### src/rtl/zx_mem_pkg.sv
// Shared types and constants for the ZX Spectrum memory mapper.
// Optional +3 paging is enabled by defining PLUS3_PAGING_EN.
package zx_mem_pkg;

  typedef enum logic [1:0] {
    ST_IDLE   = 2'd0,
    ST_PULSE1 = 2'd1,
    ST_PULSE2 = 2'd2,
    ST_HOLD   = 2'd3
  } wr_state_t;

  // Banks hard-wired behind the 4000 and 8000 windows.
  localparam logic [2:0] BANK_4000  = 3'd5;
  localparam logic [2:0] BANK_8000  = 3'd2;

  // Upper three SRAM address bits that select the ROM area.
  localparam logic [2:0] ROM_PREFIX = 3'b010;

  // Port decode: a port hits when (a & mask) == match.
`ifdef PLUS3_PAGING_EN
  localparam logic [15:0] PORT_7FFD_MASK  = 16'hC002;
  localparam logic [15:0] PORT_7FFD_MATCH = 16'h4000;
  localparam logic [15:0] PORT_1FFD_MASK  = 16'hF002;
  localparam logic [15:0] PORT_1FFD_MATCH = 16'h1000;
`else
  localparam logic [15:0] PORT_7FFD_MASK  = 16'h8002;
  localparam logic [15:0] PORT_7FFD_MATCH = 16'h0000;
`endif

  function automatic logic port_hit(input logic [15:0] addr,
                                    input logic [15:0] mask,
                                    input logic [15:0] match);
    return (addr & mask) == match;
  endfunction

endpackage

### src/rtl/zx_bank_map.sv
// Combinational region -> SRAM bank mapping (sa[18:14]).
// With PLUS3_PAGING_EN defined, adds the +3 ROM high bit and special
// all-RAM modes selected by the 1FFD register.
module zx_bank_map
  import zx_mem_pkg::*;
(
  input  logic [1:0] region,   // a[15:14]
  input  logic [2:0] ram_sel,  // 7FFD bank for the C000 window
  input  logic       rom_sel,  // 7FFD ROM select bit
`ifdef PLUS3_PAGING_EN
  input  logic [2:0] p1ffd,
`endif
  output logic [4:0] sa_hi,
  output logic       is_rom
);

`ifdef PLUS3_PAGING_EN
  // Special-mode bank for each 16K region, indexed by p1ffd[2:1].
  function automatic logic [2:0] special_bank(input logic [1:0] mode,
                                              input logic [1:0] reg_idx);
    logic [2:0] bank;
    case (mode)
      2'b00:   bank = {1'b0, reg_idx};
      2'b01:   bank = {1'b1, reg_idx};
      2'b10:   bank = (reg_idx == 2'd3) ? 3'd3 : {1'b1, reg_idx};
      default: begin
        case (reg_idx)
          2'd0:    bank = 3'd4;
          2'd1:    bank = 3'd7;
          2'd2:    bank = 3'd6;
          default: bank = 3'd3;
        endcase
      end
    endcase
    return bank;
  endfunction
`endif

  // Normal 48K/128K map, overridden by +3 special mode when present.
  always_comb begin
    logic rom_hi;
    // NOTE: every output gets a default first so no path can infer a latch.
    sa_hi  = 5'd0;
    is_rom = 1'b0;
`ifdef PLUS3_PAGING_EN
    rom_hi = p1ffd[2];
`else
    rom_hi = 1'b0;
`endif
    case (region)
      2'd0: begin
        is_rom = 1'b1;
        sa_hi  = {ROM_PREFIX, rom_hi, rom_sel};
      end
      2'd1:    sa_hi = {2'b00, BANK_4000};
      2'd2:    sa_hi = {2'b00, BANK_8000};
      default: sa_hi = {2'b00, ram_sel};
    endcase
`ifdef PLUS3_PAGING_EN
    if (p1ffd[0]) begin
      is_rom = 1'b0;
      sa_hi  = {2'b00, special_bank(p1ffd[2:1], region)};
    end
`endif
  end

endmodule

### src/rtl/zx_mem_mapper.sv
// ZX Spectrum 128K memory mapper: 7FFD paging, SRAM strobe generation
// and CPU read-data return. Define PLUS3_PAGING_EN for the +3 1FFD
// register and special paging modes.
// The CPU write-data port is called wdata because "do" is a reserved word.
module zx_mem_mapper
  import zx_mem_pkg::*;
(
  input  logic        clock,
  input  logic        reset,
  input  logic [15:0] a,
  input  logic [7:0]  wdata,
  output logic [7:0]  di,
  input  logic        mreq,
  input  logic        iorq,
  input  logic        rd,
  input  logic        wr,
  input  logic        m1,
  input  logic        rfsh,
  output logic [18:0] sa,
  output logic [7:0]  sd_o,
  input  logic [7:0]  sd_i,
  output logic        swe,
  output logic        soe,
  output logic [5:0]  page
);

  logic      mw_q, mr_q, iow_q;
  logic      mw_prev, iow_prev;
  logic      mw_evt, iow_evt;
  logic      is_rom;
  logic [4:0] sa_hi;
  wr_state_t state, state_nxt;

`ifdef PLUS3_PAGING_EN
  logic [2:0] p1ffd;
`endif

  // Register the qualified strobes once and keep the previous value for edge detection.
  always_ff @(posedge clock) begin
    // NOTE: sequential state uses non-blocking assignments so every register samples pre-edge values.
    if (!reset) begin
      mw_q     <= 1'b0;
      mr_q     <= 1'b0;
      iow_q    <= 1'b0;
      mw_prev  <= 1'b0;
      iow_prev <= 1'b0;
    end else begin
      mw_q     <= !mreq && !wr && rfsh;
      mr_q     <= !mreq && !rd && rfsh;
      iow_q    <= !iorq && !wr && m1;
      mw_prev  <= mw_q;
      iow_prev <= iow_q;
    end
  end

  assign mw_evt  = mw_q  && !mw_prev;
  assign iow_evt = iow_q && !iow_prev;

  // Paging registers; the lock bit blocks all further writes until reset.
  always_ff @(posedge clock) begin
    if (!reset) begin
      page  <= 6'd0;
`ifdef PLUS3_PAGING_EN
      p1ffd <= 3'd0;
`endif
    end else if (iow_evt && !page[5]) begin
      if (port_hit(a, PORT_7FFD_MASK, PORT_7FFD_MATCH)) begin
        page <= wdata[5:0];
      end
`ifdef PLUS3_PAGING_EN
      else if (port_hit(a, PORT_1FFD_MASK, PORT_1FFD_MATCH)) begin
        p1ffd <= wdata[2:0];
      end
`endif
    end
  end

  zx_bank_map u_bank_map (
    .region  (a[15:14]),
    .ram_sel (page[2:0]),
    .rom_sel (page[4]),
`ifdef PLUS3_PAGING_EN
    .p1ffd   (p1ffd),
`endif
    .sa_hi   (sa_hi),
    .is_rom  (is_rom)
  );

  assign sa = {sa_hi, a[13:0]};

  // Write FSM state register.
  always_ff @(posedge clock) begin
    if (!reset) state <= ST_IDLE;
    else        state <= state_nxt;
  end

  // Write FSM next state: RAM writes get a 2-clock pulse, ROM writes only wait out the cycle.
  always_comb begin
    state_nxt = state;
    case (state)
      ST_IDLE: begin
        if (mw_evt) state_nxt = is_rom ? ST_HOLD : ST_PULSE1;
      end
      ST_PULSE1: state_nxt = ST_PULSE2;
      ST_PULSE2: state_nxt = ST_HOLD;
      default: begin
        if (!mw_q) state_nxt = ST_IDLE;
      end
    endcase
  end

  // Capture write data at the start of a RAM write pulse.
  always_ff @(posedge clock) begin
    if (!reset) begin
      sd_o <= 8'd0;
    end else if (state == ST_IDLE && mw_evt && !is_rom) begin
      sd_o <= wdata;
    end
  end

  // SRAM strobes and read-data return; soe only in IDLE so swe/soe never overlap.
  always_comb begin
    swe = !(state == ST_PULSE1 || state == ST_PULSE2);
    soe = !(mr_q && state == ST_IDLE);
    di  = mr_q ? sd_i : 8'hFF;
  end

endmodule
### config.mk
export PLATFORM = sky130hd
export DESIGN_NAME = zx_mem_mapper
export DESIGN_NICKNAME = d
export VERILOG_FILES = /design/src/rtl/zx_mem_pkg.sv /design/src/rtl/zx_bank_map.sv /design/src/rtl/zx_mem_mapper.sv
export SDC_FILE = /design/constraint.sdc
export NUM_CORES = 1
export LEC_CHECK = 0
export CORE_ASPECT_RATIO = 0.5
export CORE_MARGIN = 3
export CORE_UTILIZATION = 34
export DETAILED_ROUTE_END_ITERATION = 8
export PLACE_DENSITY_LB_ADDON = 0.15
export SLEW_MARGIN = 20
export SYNTH_ARGS = -nofsm -noshare
export SYNTH_HDL_FRONTEND = slang
export SYNTH_SLANG_ARGS = --single-unit
export TNS_END_PERCENT = 1
### constraint.sdc
create_clock -name clock -period 1.6 [get_ports clock]
set_clock_uncertainty 0.15 [all_clocks]
set_input_delay 0.24 -clock clock [delete_from_list [all_inputs] [get_ports clock]]
set_output_delay 0.24 -clock clock [all_outputs]
set_load 0.005 [all_outputs]
==> impl_metrics.py, run 1 <==
metrics = {
    "floorplan": {
        "die_y_um": 46.90,
        "die-area_um2": 4117,
        "coreArea_um2": 3100,
        "initial_core_util": 0.3668,
        "boundaryPins": 83,
        "die_x_um": 87.80,
        "core.rowCount": 14,
    },
    "synthesis": {
        "synthMuxAreaShare": 0,
        "post_synth_num_cell_types": 32,
        "synth_fa_ha_area_frac": 0.04400,
        "synth_nets": 174,
        "synth_compound_area_frac": 0.1903,
        "yosysWarnings": 0,
        "synth_top_cell_by_area": "dfxtp_1",
        "synth_top_area_share": 0.3696,
        "synth_top_family_by_area": "simple AND/OR/NAND/NOR gates",
        "synth.avg_cell_area_um2": 8.749,
        "synth-simple-area-share": 0.2398,
        "ys_ff_latch": 21,
        "synth_area_leaders": "dfxtp_1 (37%), buf_4 (11%), a21oi_1 (7.0%)",
        "synth_xor_area_frac": 0,
        "syn_inst": 130,
        "syn_area_um2": 1137,
        "yosysSeqAreaShare": 0.3696,
    },
    "global_route": {
        "grt_max_degree": 16,
        "grt_pass1_wl_um": 4215,
        "grt_remaining_overflow": 0,
        "first_global_vias": 1002,
        "grt_util_all_layers": 0.1298,
        "antenna_found_initial": 0,
    },
    "timing": {
        "fin_ws_ps": 58.50,
        "rsz0062_at_grt": "no",
        "fin_crit_sh": 0.9634,
        "hold_violations": 0,
        "fmax_mhz": 648.7,
        "post-route-min-period_ps": 1542,
        "holdWs_ps": 316.0,
        "slew_violations": 0,
        "finalSetupViolations": 0,
    },
    "flow_run": {
        "drv_cap": 0,
    },
    "setup_path": {
        "worst-setup-path-type": "reg2out",
        "critPathMaxFanout": 3,
        "cp.arrival_ps": 1150,
        "crit_required_ps": 1210,
        "crit_path_end_kind": "output port",
        "critPathLaunchType": "flip-flop",
    },
    "final_layout": {
        "nets": 227,
        "drive_gt1_frac": 0.1703,
        "layout_common_cells": "clkdlybuf4s50_1 (38), dfxtp_1 (17), a21oi_1 (16)",
        "syn2layout_area_growth_pct": 53.80,
        "antenna_cells": 0,
        "layout_commonest_cell": "clkdlybuf4s50_1",
    },
    "routing": {
        "drt_iter0_drc": 45,
        "firstDrtPassIters": 4,
        "wl_um": 2735,
        "wl_per_cell_um": 12.32,
        "vias": 1088,
        "viasPerCell": 4.901,
        "antenna_left": 0,
        "drcViolationCount": 0,
    },
    "clock_tree": {
        "cts_tree": "yes",
        "ctsHoldBuffers": 0,
        "clock_path_buffers": 2,
        "cts-root-buf": "clkbuf_8",
        "h-tree-depth": 1,
        "cts.clk_slew.worst_paths_ps": 80,
        "insertion_delay_ps": 260,
        "cts_buffers": 3,
        "clkSinkCount": 21,
    },
    "place": {
        "gp_congestion": 0.7406,
        "numPortBuffers": 55,
        "hpwl_um": 2071,
        "post-place-ws_ps": -423.7,
    },
    "pwr": {
        "power.leakage_nw": 0.6318,
        "ir_drop_mv": 0.4780,
        "power.density_nw_per_um2": 913.9,
        "total_power_w": 0.001599,
    },
    "run_status": {
        "status": "finished, final reports clean",
    },
    "worst_hold_path": {
        "hold_path_class": "in2reg",
    },
}
[power breakdown]
part	switching [W]	internal (W)
Clock	0.000173	0.000177
Sequential	0.0000259	0.000562
Combinational	0.000280	0.000379
Total	0.000480	0.00112
[area by class of cell]
type | instances | area, um^2
Multi-Input combinational cell | 82 | 570.5
Tap cell | 40 | 50.05
Fill cell | 293 | 1351
Inverter | 7 | 33.78
Timing Repair Buffer | 68 | 624.3
Clock buffer | 4 | 45.04
Sequential cell | 21 | 425.4
[Yosys cell counts]
cell type and instances:
or2_1 1, and2_1 2, ha_1 4, conb_1 1
buf_6 1, nand3_1 8, o2111ai_1 1, nand3b_1 7
inv_1 5, clkbuf_1 2, buf_4 16, a2111o_1 1
a21boi_0 2, and3b_1 1, a21o_1 1, nor2b_1 1
clkinv_1 1, o21ai_0 1, nor2_1 3, nand2b_1 9
a21oi_1 16, nand2_1 2, o21ai_1 13, dfxtp_1 21
nor4b_1 3, nor4b_4 1, or4b_4 1, nor3b_1 1
buf_1 1, o211ai_1 1, inv_6 1, o41ai_2 1
[worst max-delay path, cell delays in order, from the launching register on]
cell             delay [ps]
dfxtp_2                 350
inv_4                    50
ha_4                    260
inv_1                    30
clkdlybuf4s15_1         200
[registers in the layout, summed over array words and instances, names as in the netlist]
register  cells
mr_q          1
iow_prev      1
state         2
mw_q          1
mw_prev       1
iow_q         1
page          6
sd_o          8
[metal layers]
metal / share of wire / up-vias / global-route usage
met5: 0 / - / 0
met4: 0.019 / 0 / 0.04893
met3: 0.083 / 12 / 0.04203
met2: 0.44 / 48 / 0.2260
met1: 0.45 / 488 / 0.1545
li1: - / 540 / -
[logic make-up after synthesis]
logic type	count (synthesis)
buffers and inverters	27
DFF	21
other	1
adders and majority gates	4
AOI/OAI and AO/OA	37
and+or+nand+nor	40
[worst paths after layout]
| kind | start | to | slack (ps) | depth (start not counted) |
|---|---|---|---|---|
| worst max-delay path | state[0] | swe | 60 | 4 |
| worst min-delay path | a[15] | page[1] | 320 | 5 |
| worst max register to register | state[0] | state[0] | 60 | 6 |
| worst min register to register | sd_o[6] | sd_o[6] | 330 | 2 |
[metrics by stage]
| step | instance area [um^2] | utilization | TNS, ps | std cells |
|---|---|---|---|---|
| detailed placement | 1693 | 0.5460 | -4825 | 218 |
| global placement | 1693 | 0.5460 | -4231 | 218 |
| finish | 1749 | 0.5642 | 0 | 222 |
| floorplan | 1137 | - | 0 | 130 |
| CTS | 1727 | 0.5569 | -144.3 | 222 |
| global route | 1749 | 0.5642 | 0 | 222 |
[timing repair]
action / CTS / global route
setup buffers: 0 / 0
endpoints found under the setup margin: 17 / 13
pin swaps: 2 / 3
gates resized for setup: 23 / 12
Power figures use the tool's default switching activity.
==> run 2: changes to the inputs <==
SETUP_SLACK_MARGIN = 0.15   (was not set)
==> impl_metrics.py, run 2 (synthesis gave the netlist of run 1 again) <==
metrics = {
    "worst_hold_path": {
        "hold_path_class": "in2reg",
        "hold_start": "a[1]",
        "whs_path_depth": 5,
        "min_to": "page[0]",
    },
    "timing": {
        "hold_violations": 0,
        "finalSetupViolations": 0,
        "fin_crit_sh": 0.9978,
        "tns_ps": 0,
        "slew_violations": 0,
        "post-route-min-period_ps": 1596,
        "fmax_mhz": 626.4,
        "rsz0062_at_grt": "yes",
    },
    "setup_path": {
        "crit_family": "flip-flops",
        "critPathLaunchType": "flip-flop",
        "critical_path.cell_chain": "inv_2, ha_4, inv_1, dlygate4sd2_1",
        "regToRegSetupSlack_ps": 110,
        "critPathMaxFanout": 3,
        "r2r-end": "sd_o[1]",
        "cp_slowest_stage_delay_ps": 340,
        "cp.arrival_ps": 1210,
        "path_buf_inv": 3,
        "ff2ff_path_depth": 6,
        "crit_required_ps": 1210,
        "crit_path_end_kind": "output port",
        "cpMaxStageDelayCell": "dfxtp_2",
        "worst-setup-path-type": "reg2out",
        "worst_setup_path_startpoint": "state[0]",
        "r2r-start": "state[0]",
    },
    "final_layout": {
        "register_area_um2": 437.9,
        "largest_register_ffs": 8,
        "nets": 226,
        "multi_input_area_um2": 566.8,
        "antenna_cells": 0,
        "syn2layout_area_growth_pct": 52.37,
        "regMostFlops": "sd_o",
        "filler_cell_count": 303,
        "top_regs": "sd_o x8, page x6, state x2",
        "stdcell_count": 221,
        "drive_gt1_frac": 0.2265,
        "layout_common_cells": "clkdlybuf4s50_1 (23), dlygate4sd2_1 (23), a21oi_1 (15), o21ai_1 (12), buf_4 (12)",
    },
    "clock_tree": {
        "insertion_delay_ps": 260,
        "clock_path_buffers": 2,
        "h-tree-depth": 1,
        "cts.clk_slew.worst_paths_ps": 70,
        "cts_tree": "yes",
        "cts-root-buf": "clkbuf_8",
        "post_cts_buffers": 0,
        "cts_buffers": 3,
        "clkSinkCount": 21,
        "ctsHoldBuffers": 0,
    },
    "place": {
        "hpwl_um": 2214,
        "gp_congestion": 0.7799,
        "numPlacedInstances": 217,
        "numPortBuffers": 55,
    },
    "routing": {
        "vias": 1064,
        "drt_iter0_drc": 58,
        "viasPerCell": 4.814,
        "antenna_left": 0,
        "wl_per_cell_um": 12.67,
        "firstDrtPassIters": 4,
        "drcViolationCount": 0,
        "wl_um": 2800,
    },
    "floorplan": {
        "die_y_um": 46.90,
        "die_x_um": 87.80,
        "boundaryPins": 83,
        "initial_core_util": 0.3668,
        "coreArea_um2": 3100,
        "die-area_um2": 4117,
        "core.rowCount": 14,
    },
    "flow_run": {
        "drv_cap": 0,
    },
    "global_route": {
        "grt_pass1_wl_um": 4567,
        "grt_util_all_layers": 0.1451,
        "antenna_found_initial": 0,
        "first_global_vias": 982,
        "grt_remaining_overflow": 0,
        "grt_max_degree": 12,
    },
    "pwr": {
        "power.leakage_nw": 0.7050,
        "power.density_nw_per_um2": 898.5,
        "ir_drop_mv": 0.5811,
    },
    "run_status": {
        "status": "finished, final reports clean",
    },
}
## run 2: changes by cell type in the layout (fill, tap and decap cells not counted), moves of 2 or more
| cell | before | now |
|---|---|---|
| dfxtp_1 | 17 | 9 |
| dlygate4sd2_1 | 13 | 23 |
| clkdlybuf4s15_1 | 1 | 4 |
| clkbuf_2 | 1 | 3 |
| clkdlybuf4s50_1 | 38 | 23 |
| dfxtp_2 | 4 | 11 |
## run 2: worst min-delay path, stage by stage
cell	delay, ps
dlymetal6s2s_1	120
buf_4	130
nor4b_4	50
nand3b_1	70
a21oi_1	50
## run 2: repair_timing
item / CTS / global route
pin swaps: 11 / 5
setup endpoints to repair: 44 / 25
gates resized for setup: 46 / 14
gates cloned: 0 / 0
## run 2: power breakdown
part           switching [W]  total [W]  internal [W]
logic               0.000277   0.000629      0.000353
clock network       0.000167   0.000344      0.000177
registers          0.0000226   0.000584      0.000561
## run 2: worst max-delay path by stage
stage,endpoint,slack [ps],cells past startpoint
floorplan,state[0],150,5
global placement,sa[17],-360,4
detailed placement,sa[17],-380,4
CTS,sa[17],-130,4
global route,swe,-70,4
finish,swe,4,4
## run 2: cell type report
cell class,instances,area share
Clock buffer,4,0.02599
Multi-Input combinational cell,82,0.3271
Sequential cell,21,0.2527
Inverter,7,0.01805
Tap cell,40,0.02888
Timing Repair Buffer,67,0.3473
## run 2: layer usage
metal,routed length (um),track usage
met3,231,0.04203
met2,1252,0.2440
met1,1221,0.1775
met5,0,0
met4,95,0.06728
## run 2: per-stage QoR
step	util	cell area (um^2)	hold slack, ps	total power, W	setup slack, ps
3_5_place_dp	0.5476	1698	325.2	0.001232	-376.2
2_1_floorplan	-	1150	165.6	0.0009448	152.0
3_3_place_gp	0.5476	1698	319.2	0.001232	-361.9
5_1_grt	0.5589	1733	314.2	0.001680	-67.09
4_1_cts	0.5573	1728	330.1	0.001581	-128.2
6_report	0.5589	1733	300.1	0.001557	3.516
==> run 3: changes to the inputs <==
CTS_BUF_LIST = sky130_fd_sc_hd__clkbuf_16   (was not set)
==> impl_metrics.py, run 3 (synthesis gave the netlist of run 1 again) <==
metrics = {
    "floorplan": {
        "die_x_um": 87.80,
        "initial_core_util": 0.3668,
        "boundaryPins": 83,
        "coreArea_um2": 3100,
        "core.rowCount": 14,
        "die_y_um": 46.90,
        "die-area_um2": 4117,
    },
    "timing": {
        "fmax_mhz": 664.5,
        "holdWs_ps": 330.0,
        "finalSetupViolations": 0,
        "hold_violations": 0,
        "tns_ps": 0,
        "fin_crit_sh": 0.9406,
        "post-route-min-period_ps": 1505,
        "slew_violations": 0,
        "rsz0062_at_grt": "yes",
    },
    "final_layout": {
        "regMostFlops": "sd_o",
        "antenna_cells": 0,
        "syn2layout_area_growth_pct": 58.64,
        "largest_register_ffs": 8,
        "nets": 228,
        "layout_commonest_cell": "dlygate4sd2_1",
        "filler_cell_count": 298,
        "top_regs": "sd_o x8, page x6, state x2",
        "layout_common_cells": "dlygate4sd2_1 (30), clkdlybuf4s50_1 (23), a21oi_1 (15), dfxtp_1 (14), o21ai_1 (13)",
        "drive_gt1_frac": 0.2077,
        "stdcell_count": 223,
    },
    "setup_path": {
        "ff2ff_path_depth": 7,
        "critPathMaxFanout": 3,
        "critPathLaunchType": "flip-flop",
        "r2r-end": "state[1]",
        "crit_required_ps": 1580,
        "regToRegSetupSlack_ps": 100,
        "worst-setup-path-type": "reg2reg",
        "crit_path_end_kind": "flip-flop",
        "cp.arrival_ps": 1480,
        "r2r-start": "state[0]",
    },
    "clock_tree": {
        "cts_tree": "yes",
        "cts.clk_slew.worst_paths_ps": 60,
        "cts_buffers": 3,
        "clock_path_buffers": 2,
        "cts-root-buf": "clkbuf_16",
        "insertion_delay_ps": 250,
        "clkSinkCount": 21,
        "ctsHoldBuffers": 0,
        "h-tree-depth": 1,
    },
    "worst_hold_path": {
        "whs_path_depth": 0,
        "min_to": "sa[12]",
        "hold_path_class": "in2out",
        "hold_start": "a[12]",
    },
    "pwr": {
        "p_int_w": 0.001337,
        "switching_power_w": 0.0005573,
        "power.leakage_nw": 0.7200,
        "power_frac_clock": 0.273,
        "power_frac_seq": 0.314,
        "ir_drop_mv": 0.7461,
        "power_frac_comb": 0.413,
        "switching_share": 0.2942,
        "power.density_nw_per_um2": 1050,
    },
    "place": {
        "numPortBuffers": 55,
        "numPlacedInstances": 217,
        "hpwl_um": 2214,
        "gp_congestion": 0.7799,
    },
    "run_status": {
        "status": "finished, final reports clean",
    },
    "global_route": {
        "first_global_vias": 995,
        "grt_remaining_overflow": 0,
        "grt_max_degree": 12,
        "grt_util_all_layers": 0.1478,
        "grt_pass1_wl_um": 4685,
        "antenna_found_initial": 0,
    },
    "routing": {
        "drcViolationCount": 0,
        "wl_um": 2994,
        "antenna_left": 0,
        "viasPerCell": 4.749,
        "vias": 1059,
        "firstDrtPassIters": 4,
        "drt_iter0_drc": 77,
        "wl_per_cell_um": 13.43,
    },
    "flow_run": {
        "drv_cap": 0,
    },
}
[run 3: what timing repair did]
| item | CTS | global route |
|---|---|---|
| hold endpoints to repair | 0 | 0 |
| resized for setup | 44 | 11 |
| setup endpoints to repair | 44 | 24 |
| pin swaps | 14 | 6 |
| setup buffers | 0 | 2 |
[run 3: worst max path at each step]
stage                   from       end  slack [ps]  depth (start not counted)
global placement       a[14]    sa[17]        -360                          4
global route        state[0]  state[1]          30                          7
floorplan           state[0]  state[0]         150                          5
CTS                 state[0]       swe           2                          4
finish              state[0]  state[1]         100                          7
detailed placement     a[15]    sa[17]        -380                          4
[run 3: power groups by stage]
stage,sequential (W),clock [W],combinational (W)
2_1_floorplan,0.000593,0,0.000352
3_5_place_dp,0.000590,0,0.000642
6_report,0.000595,0.000517,0.000781
5_1_grt,0.000599,0.000556,0.000859
4_1_cts,0.000586,0.000532,0.000635
3_3_place_gp,0.000588,0,0.000644
[run 3: final cells by class]
cell class                      count  area, um^2  area share
Clock inverter                      1       3.754    0.002080
Multi-Input combinational cell     82       589.3      0.3266
Tap cell                           40       50.05     0.02774
Inverter                            7       36.28     0.02011
Clock buffer                        3       75.07     0.04161
Sequential cell                    21       429.2      0.2379
Timing Repair Buffer               69       620.6      0.3440
[run 3: routing by layer]
metal	track usage	up-vias	routed length [um]
met5	0	-	0
li1	-	543	-
met4	0.05810	0	92
met2	0.2530	32	1424
met1	0.1848	472	1306
met3	0.03678	12	170
[run 3: metrics by stage]
stage / cell area, um^2 / setup WS [ps] / utilization / power, W
floorplan: 1150 / 152.0 / - / 0.0009448
global placement: 1698 / -361.9 / 0.5476 / 0.001232
detailed placement: 1698 / -376.2 / 0.5476 / 0.001232
CTS: 1754 / 1.558 / 0.5658 / 0.001754
global route: 1804 / 25.78 / 0.5819 / 0.002014
finish: 1804 / 95.05 / 0.5819 / 0.001894
[run 3: worst max-delay path, cell delays in order, from the launching register on]
cell	delay [ps]
dfxtp_2	350
inv_4	50
ha_4	260
buf_4	110
buf_6	100
nor2b_4	40
o2111ai_2	200
o41ai_2	110
